File: config.mk
export PLATFORM = sky130hd
export DESIGN_NAME = calc_sequencer
export DESIGN_NICKNAME = d
export VERILOG_FILES = /design/src/rtl/calc_sequencer.sv
export SDC_FILE = /design/constraint.sdc
export NUM_CORES = 1
export LEC_CHECK = 0
export CAP_MARGIN = 20
export CORE_UTILIZATION = 43
export DETAILED_ROUTE_END_ITERATION = 7
export PLACE_DENSITY = 0.84
export SLEW_MARGIN = 40
export SYNTH_ARGS = -nofsm -noshare
export SYNTH_HDL_FRONTEND = slang
export SYNTH_SLANG_ARGS = --single-unit
File: constraint.sdc
create_clock -name CLK -period 3.77 [get_ports CLK]
set_clock_uncertainty 0.15 [all_clocks]
set_input_delay 0.5655 -clock CLK [delete_from_list [all_inputs] [get_ports CLK]]
set_output_delay 0.5655 -clock CLK [all_outputs]
set_load 0.01 [all_outputs]
File: src/rtl/calc_sequencer.sv
// rtl/calc_sequencer.sv - operand-entry / mode-latch / calc-wait sequencer
// Moore FSM stepping operand writes, mode latch, ALU settle wait and done hold.
module calc_sequencer #(
  parameter int NUM_OPERANDS = 2,
  parameter int ADDR_W       = 2,
  parameter int MS_W         = 3,
  parameter int MS_OUT_W     = 4,
  parameter int CALC_CYCLES  = 1
) (
  input  logic                CLK,
  input  logic                clear,
  input  logic                next,
  input  logic                cancel,
  input  logic [MS_W-1:0]     MS,
  output logic                WE,
  output logic [ADDR_W-1:0]   W_addr,
  output logic [MS_OUT_W-1:0] MS_out,
  output logic [1:0]          LEDsel,
  output logic                Done_out
);

  localparam int CNT_W = (CALC_CYCLES > 1) ? $clog2(CALC_CYCLES) : 1;
  localparam logic [ADDR_W-1:0] LAST_IDX = ADDR_W'(NUM_OPERANDS - 1);
  localparam logic [CNT_W-1:0]  CNT_INIT = CNT_W'(CALC_CYCLES - 1);

  typedef enum logic [2:0] {
    S_WAIT_OP   = 3'd0,
    S_WRITE     = 3'd1,
    S_MODE_WAIT = 3'd2,
    S_CALC      = 3'd3,
    S_DONE      = 3'd4
  } state_t;

  state_t              state_q, state_d;
  logic [ADDR_W-1:0]   idx_q, idx_d;
  logic [MS_OUT_W-1:0] ms_q, ms_d;
  logic [CNT_W-1:0]    cnt_q, cnt_d;
  logic                next_prev_q, next_prev_d;
  logic                press;

  assign press = next & ~next_prev_q;

  always_ff @(posedge CLK or posedge clear) begin
    if (clear) begin
      state_q     <= S_WAIT_OP;
      idx_q       <= '0;
      ms_q        <= '0;
      cnt_q       <= '0;
      next_prev_q <= 1'b1;
    end else begin
      state_q     <= state_d;
      idx_q       <= idx_d;
      ms_q        <= ms_d;
      cnt_q       <= cnt_d;
      next_prev_q <= next_prev_d;
    end
  end

  always_comb begin
    state_d     = state_q;
    idx_d       = idx_q;
    ms_d        = ms_q;
    cnt_d       = cnt_q;
    next_prev_d = next;
    WE          = 1'b0;
    W_addr      = idx_q;
    MS_out      = '0;
    LEDsel      = 2'b00;
    Done_out    = 1'b0;

    case (state_q)
      S_WAIT_OP: begin
        if (press) state_d = S_WRITE;
      end
      S_WRITE: begin
        WE = 1'b1;
        if (idx_q == LAST_IDX) begin
          state_d = S_MODE_WAIT;
        end else begin
          idx_d   = idx_q + ADDR_W'(1);
          state_d = S_WAIT_OP;
        end
      end
      S_MODE_WAIT: begin
        LEDsel = 2'b01;
        if (press) begin
          ms_d    = MS_OUT_W'(MS);
          cnt_d   = CNT_INIT;
          state_d = S_CALC;
        end
      end
      S_CALC: begin
        LEDsel = 2'b01;
        MS_out = ms_q;
        if (cnt_q == '0) state_d = S_DONE;
        else             cnt_d   = cnt_q - CNT_W'(1);
      end
      S_DONE: begin
        LEDsel   = 2'b10;
        MS_out   = ms_q;
        Done_out = 1'b1;
        if (press) begin
          idx_d   = '0;
          ms_d    = '0;
          state_d = S_WAIT_OP;
        end
      end
      default: begin
        // Unreachable encodings fall back to a clean start.
        state_d = S_WAIT_OP;
        idx_d   = '0;
        ms_d    = '0;
        cnt_d   = '0;
      end
    endcase

    // Abort wins over any press; the Moore WE of a WRITE cycle still shows.
    if (cancel) begin
      state_d = S_WAIT_OP;
      idx_d   = '0;
      ms_d    = '0;
      cnt_d   = '0;
    end
  end

endmodule

-- Word level (Yosys, flattened, before mapping)
Cells that the tools add are included.
- $add $sub $neg: 2
- equality and inequality tests: 13
- multiplexer cells: 23
- bitwise logic cells: 2
- reductions and logical operators: 10
- operators with widths (operator ; count):
    $mux W4 ; 4
    $mux W3 ; 5
    $ne A3 B3 Y1 const B ; 5
    $pmux W3 S5 ; 1
    $pmux W4 S3 ; 1
    $reduce_or A3 Y1 ; 3
    $mux W2 ; 4
    $eq A3 B2 Y1 const B ; 2
    $ne A2 B1 Y1 const B ; 3
    $pmux W2 S3 ; 1
    $reduce_and A3 Y1 ; 2
    $mux W1 ; 5
    $pmux W2 S2 ; 1
    $reduce_and A4 Y1 ; 1
    $reduce_or A2 Y1 ; 2
    $eq A3 B1 Y1 const B ; 1
    $eq A3 B3 Y1 const B ; 1
    $logic_not A3 Y1 ; 1
    $pmux W1 S3 ; 1
    $add A2 B1 Y2 const B ; 1
    $eq A2 B1 Y1 const B ; 1
    $reduce_and A2 Y1 ; 1
    $and A1 B1 Y1 ; 1
    $not A1 Y1 ; 1
    $sub A1 B1 Y1 const B ; 1
- output and inout bits: 10
- logic and storage cells: 55
- input bits: 7
- register bits after elaboration: 11

-- Logic depth before layout (Yosys ltp)
Gate-level depths: netlist of run 1.
- depth in word-level cells: 5
- mapped depth: 5

-- Worst setup path before layout of run 1
No wires, ideal clock.
- path type: register -> output
- start point: register state_q[0]
- end point: output MS_out[0]
- arrival time: 1287 ps
- slack: 1768 ps
- stages on the path, launching flop included: 5
- cells stage by stage: dfrtp_1 > buf_6 > nor3b_1 > nand2b_1 > and2_1
- cells in the longest elaborated chain, start to end: 3
- elaborated cells between the ends (all ways): 4
- classes of those cells: eq/ne: 2; mux: 1; reduce/logical: 1
- RTL lines (what ; RTL line ; source):
    start: declaration ; 34 ; state_t state_q, state_d;
    start signal: assignment ; 51 ; state_q <= state_d;
    $eq A3 B3 Y1 or $eq A3 B2 Y1 (tied branches) ; 71 ; case (state_q)
    $reduce_or A2 Y1 (no line) (*) ; n/a ;
    $mux W4 (*) ; 71 ;
    end: declaration ; 17 ; output logic [MS_OUT_W-1:0] MS_out,
Mark *: on every way between the ends. The rest lies on a longest branch, timed or not.

-- Worst setup path in the final report of run 1
- start point: register state_q[2]
- end point: output MS_out[0]
The elaborated chain is that of the path after synthesis.

==> run_results.csv, run 1 <==
group,metric,value,unit
final_layout,final_cells,88,
synth,syn_inst,61,
clocking,cts_setup_buffers,0,
floorplan,fp.dieH,38.43,um
critical_path,reg2reg_from,"W_addr[0]",
synth,seq_area_frac_synth,0.3969,
sta,finalCriticalPeriod,2.933,ns
critical_path,worstPathMaxFanout,16,
clocking,cts_buffers,3,
global_route,grt_pass1_vias,444,
floorplan,num_rows,12,
critical_path,crit_path_end_kind,"primary output",
routing,detail-route-antenna-nets,0,
placed_design,preCtsSetupSlack,1.179,ns
routing,viasPerCell,5.580,
synth,yosysUniqueCellTypes,26,
floorplan,ioPinCount,17,
placed_design,post-place-cells,84,
final_layout,syn2layout_area_growth,28.29,%
flow_run,drv_cap,0,
clocking,htreeDepth,1,
synth,syn-cell-area,570.5,um2
routing,wirelength,1105,um
pwr,p_leak,0.3109,nW
routing,wire_per_inst,12.56,um
final_layout,drive_gt1_frac,0.08108,
worst_hold_path,min_from,"W_addr[0]",
clocking,cts_hold_buf,0,
critical_path,arrival,2.22,ns
pwr,peakVddDrop,0.0002186,V
routing,drc,0,
routing,drt_iter0_drc,17,
synth,synthArstFlopShare,1.000,
global_route,grt_use_total,0.1998,
clocking,ctsResizeCount,0,
synth,ys.flop_type,"dfrtp_1",
synth,synth_edf_count,0,
pwr,pwr_density_cell,279.5,nW/um2
sta,timing.final.ws_setup,0.8371,ns
sta,tns,0,ns
synth,yosys.area.top_type_share,0.3509,
floorplan,die_area,1476,um2
worst_hold_path,min_path_cells,1,
placed_design,io_buffers,15,
final_layout,nNetsFinal,83,
synth,yosysMostFrequentCell,"dfrtp_1",
final_layout,final_util,0.6250,
sta,hold_violations,0,
pwr,power.total,0.2046,mW
clocking,cts_buffer_depth,2,
floorplan,die_w,38.43,um
sta,max_freq,341.0,MHz
sta,slew_viol_final,0,
global_route,antenna_found_initial,0,
outcome,status,"completed",
critical_path,cp_data_required_time,3.05,ns
critical_path,criticalPathCategory,"register to primary output",
placed_design,gp_congestion,0.8391,
synth,yosysWarnings,0,
final_layout,antenna_cells,0,
synth,synth_largest_area_cell,"dfrtp_1",
critical_path,crit_path_start,"state_q[2]",
critical_path,cp-start-kind,"register",
global_route,grt-ovfl-total,0,
clocking,clk_pin_slew,0.07,ns
routing,vias,491,
floorplan,coreArea,1171,um2
sta,setup_viol,0,
synth,syn_area_per_cell,9.353,um2
clocking,insertion_delay,0.27,ns
clocking,cts_root_buf,"clkbuf_4",
global_route,grt_max_degree,17,
placed_design,dp_hpwl,819,um
synth,yosys-top-cells-count,"dfrtp_1, nor3b_1",
synth,ys_ff_latch,9,
worst_hold_path,holdCritPathClass,"register to register",
synth,synth_area_leaders,"dfrtp_1, nor3b_1, mux2i_1, nor4bb_1, dfstp_2",
critical_path,reg2reg_depth,4,
clocking,cts_tree,"yes",
sta,rsz0062_at_grt,"false",
clocking,cts_sinks,9,
sta,timing.final.crit_share,0.7780,
floorplan,start_util,0.4872,
routing,dr.pass1.iters,4,
synth,syn_nets,69,
global_route,grt_pass1_wl,1959,um
## worst max-delay path, stage by stage, from the launching register on
cell	delay, ns
dfrtp_1	0.60
nor3b_1	0.48
nand2b_1	0.20
and2_1	0.14
clkdlybuf4s50_1	0.53
## stage by stage
step / area (um2) / hold slack [ns]
after floorplan: 570.5 / 0.2427
after global placement: 704.4 / 0.3435
after detailed placement: 704.4 / 0.3533
after CTS: 732.0 / 0.3631
after global routing: 732.0 / 0.3873
final: 732.0 / 0.3603
## layout by cell type (no fill, tap or decap), drive strengths merged
cell type      instances
a32o                   1
or3b                   2
conb                   1
a21oi                  1
dfrtp                  8
nor3                   2
clkdlybuf4s50         15
nor4bb                 3
a32oi                  1
dfstp                  1
o21ai                  3
nor2                   3
and2                   4
clkbuf                 3
nand2                  4
ha                     1
o22ai                  1
or3                    1
mux2                   1
nand3b                 1
nor3b                  6
clkinv                 1
inv                    3
nor2b                  1
nand2b                 2
mux2i                  4
## path summary, 6_finish.rpt
check / endpoint / slack, ns
min: W_addr[0] / 0.36
max reg2reg: W_addr[1] / 2.07
min in group asynchronous: state_q[2] / 0.40
max in group asynchronous: next_prev_q / 2.77
min reg2reg: W_addr[0] / 0.36
max: MS_out[0] / 0.84
## sequential cells by signal, summed over array words and instances, names as in the netlist
register     count
W_addr           2
ms_q             3
next_prev_q      1
state_q          3
## final cells by class
| cell class | instances | area [um2] |
|---|---|---|
| Clock buffer | 3 | 22.52 |
| Clock inverter | 1 | 5.005 |
| Fill cell | 100 | 439.2 |
| Inverter | 3 | 11.26 |
| Multi-Input combinational cell | 43 | 299.0 |
| Sequential cell | 9 | 226.5 |
| Tap cell | 14 | 17.52 |
| Timing Repair Buffer | 15 | 150.1 |
## power breakdown
group	internal, mW	leakage, nW	switching [mW]
combinational	0.0132	0.172	0.0110
clock	0.0393	0.0177	0.0383
sequential	0.0998	0.121	0.00303
## cell families (layout without fill, tap and decap cells)
group           count (synthesis)  after routing  share of synthesized area
flops                           9              9                     0.3969
buf+inv                         9             22                    0.07894
simple gates                   29             29                     0.3268
compound gates                  7              7                    0.07894
fa+ha+maj                       1              1                    0.02193
mux                             5              5                    0.08991
other cells                     1              1                   0.006573
## routing by layer
metal / GRT usage / part of all wire
met1: 0.2647 / 0.47
met3: 0.05233 / 0.057
met2: 0.2966 / 0.45
met5: 0 / 0
met4: 0.1034 / 0.022
No activity file was read; power rests on OpenSTA's default activity.
==> run 2: changes to the inputs <==
CORE_UTILIZATION = 40   (was 43)
PLACE_DENSITY = 0.82   (was 0.84)
clock period = 2.5 ns   (was 3.77 ns; I/O delays follow)
==> run 2 against run 1 <==
Via count increased by 0.20%. Clock-buffer cell count increased by 1. Global-route usage decreased by 1.6 points.
==> run_results.csv, run 2 (synthesis results as in run 1) <==
group,metric,value,unit
outcome,status,"completed",
final_layout,multiInputGateArea,304.0,um2
sta,hold_violations,0,
critical_path,crit_path_end_kind,"primary output",
sta,timing.final.crit_share,0.9419,
sta,slew_viol_final,0,
routing,detail-route-antenna-nets,0,
critical_path,worst_r2r_endpoint,"W_addr[1]",
critical_path,cp-start-kind,"register",
sta,setup_viol,0,
global_route,grt_pass1_vias,434,
critical_path,reg2reg_depth,4,
final_layout,seqCellArea,226.5,um2
worst_hold_path,holdCritPathClass,"primary input to asynchronous set/reset pin",
global_route,grt_max_degree,13,
final_layout,fillCellCount,112,
floorplan,num_rows,13,
clocking,cts_setup_buffers,0,
clocking,ctsResizeCount,0,
routing,drt_iter0_drc,11,
global_route,antenna_found_initial,0,
clocking,cts_buffers,3,
flow_run,drv_cap,0,
floorplan,fp.dieH,39.77,um
final_layout,final_util,0.5708,
clocking,cts_buffer_depth,2,
floorplan,die_w,39.77,um
critical_path,arrival,1.83,ns
routing,vias,492,
pwr,power.total,0.3062,mW
clocking,cts_hold_buf,0,
critical_path,r2r_setup_slack,0.78,ns
pwr,p_leak,0.3232,nW
final_layout,nNetsFinal,85,
placed_design,io_buffers,15,
pwr,pwr_density_cell,407.3,nW/um2
clocking,cts_tree,"yes",
global_route,grt_pass1_wl,1876,um
placed_design,placed_area,720.7,um2
clocking,cts_sinks,9,
final_layout,syn2layout_area_growth,31.80,%
sta,whs,0.2154,ns
routing,viasPerCell,5.407,
clocking,insertion_delay,0.26,ns
sta,rsz0062_at_grt,"false",
critical_path,reg2reg_from,"W_addr[0]",
final_layout,drive_gt1_frac,0.1053,
pwr,peakVddDrop,0.0002122,V
routing,wire_per_inst,13.40,um
routing,drc,0,
critical_path,cp_data_required_time,1.98,ns
final_layout,mostFrequentLayoutCells,"clkdlybuf4s50_1, dfrtp_1, nor3b_1",
final_layout,final_common_cell,"clkdlybuf4s50_1",
sta,tns,0,ns
floorplan,start_util,0.4330,
clocking,clk_pin_slew,0.07,ns
placed_design,dp_hpwl,813.2,um
floorplan,coreArea,1318,um2
final_layout,antenna_cells,0,
routing,wirelength,1219,um
clocking,cts_root_buf,"clkbuf_4",
final_layout,final_area,752.0,um2
floorplan,die_area,1581,um2
global_route,grt-ovfl-total,0,
sta,max_freq,424.7,MHz
routing,dr.pass1.iters,4,
global_route,grt_use_total,0.1842,
placed_design,gp_congestion,0.7879,
sta,finalCriticalPeriod,2.355,ns
critical_path,worstPathMaxFanout,12,
clocking,htreeDepth,1,
floorplan,ioPinCount,17,
critical_path,criticalPathCategory,"register to primary output",
## run 2: cell types whose count changed in the layout (fill, tap and decap cells not counted)
cell	change
buf_4	+2
clkbuf_1	+1
clkinv_2	-1
nor3b_1	-1
nor3b_2	+1
## run 2: power breakdown
group,switching [mW],internal (mW)
Sequential,0.00484,0.151
Combinational,0.0171,0.0199
Clock,0.0524,0.0614
Total,0.0743,0.232
## run 2: metal layers
layer  vias to the layer above  global-route usage  part of all wire
li1                        245                   -                 -
met1                       218              0.2509              0.46
met2                        25              0.2623              0.44
met3                         4             0.03409             0.087
met4                         0              0.1121            0.0090
met5                         -                   0                 0
## run 2: critical path, cell delays in order, from the launching register on
cell             delay, ns
dfrtp_1               0.50
nor3b_2               0.26
nand2b_1              0.17
and2_1                0.13
clkdlybuf4s50_1       0.53
## run 2: worst max-delay path by stage
stage / from / end / slack [ns] / cells after the start
floorplan: state_q[0] / MS_out[0] / 0.69 / 4
global placement: state_q[1] / MS_out[1] / 0.43 / 4
detailed placement: state_q[1] / MS_out[2] / 0.37 / 4
CTS: state_q[1] / MS_out[2] / 0.08 / 4
global route: state_q[1] / MS_out[2] / 0.01 / 4
finish: state_q[1] / MS_out[2] / 0.15 / 4
## run 2: area by class of cell
cell class,instances,area share
Multi-Input combinational cell,43,0.4043
Sequential cell,9,0.3012
Timing Repair Buffer,17,0.2196
Clock buffer,4,0.03494
Tap cell,15,0.02496
Inverter,3,0.01498
## run 2: through the flow
stage,setup slack (ns),std cells
after floorplan,0.6883,61
after global placement,0.4325,87
after detailed placement,0.3712,87
after CTS,0.08427,91
after global routing,0.01309,91
final,0.1454,91
==> run 3: changes to the inputs <==
SKIP_CTS_REPAIR_TIMING = 1   (was default)
==> results of run 3 <==
Final layout, timing and power as in run 2 (identical DEF).
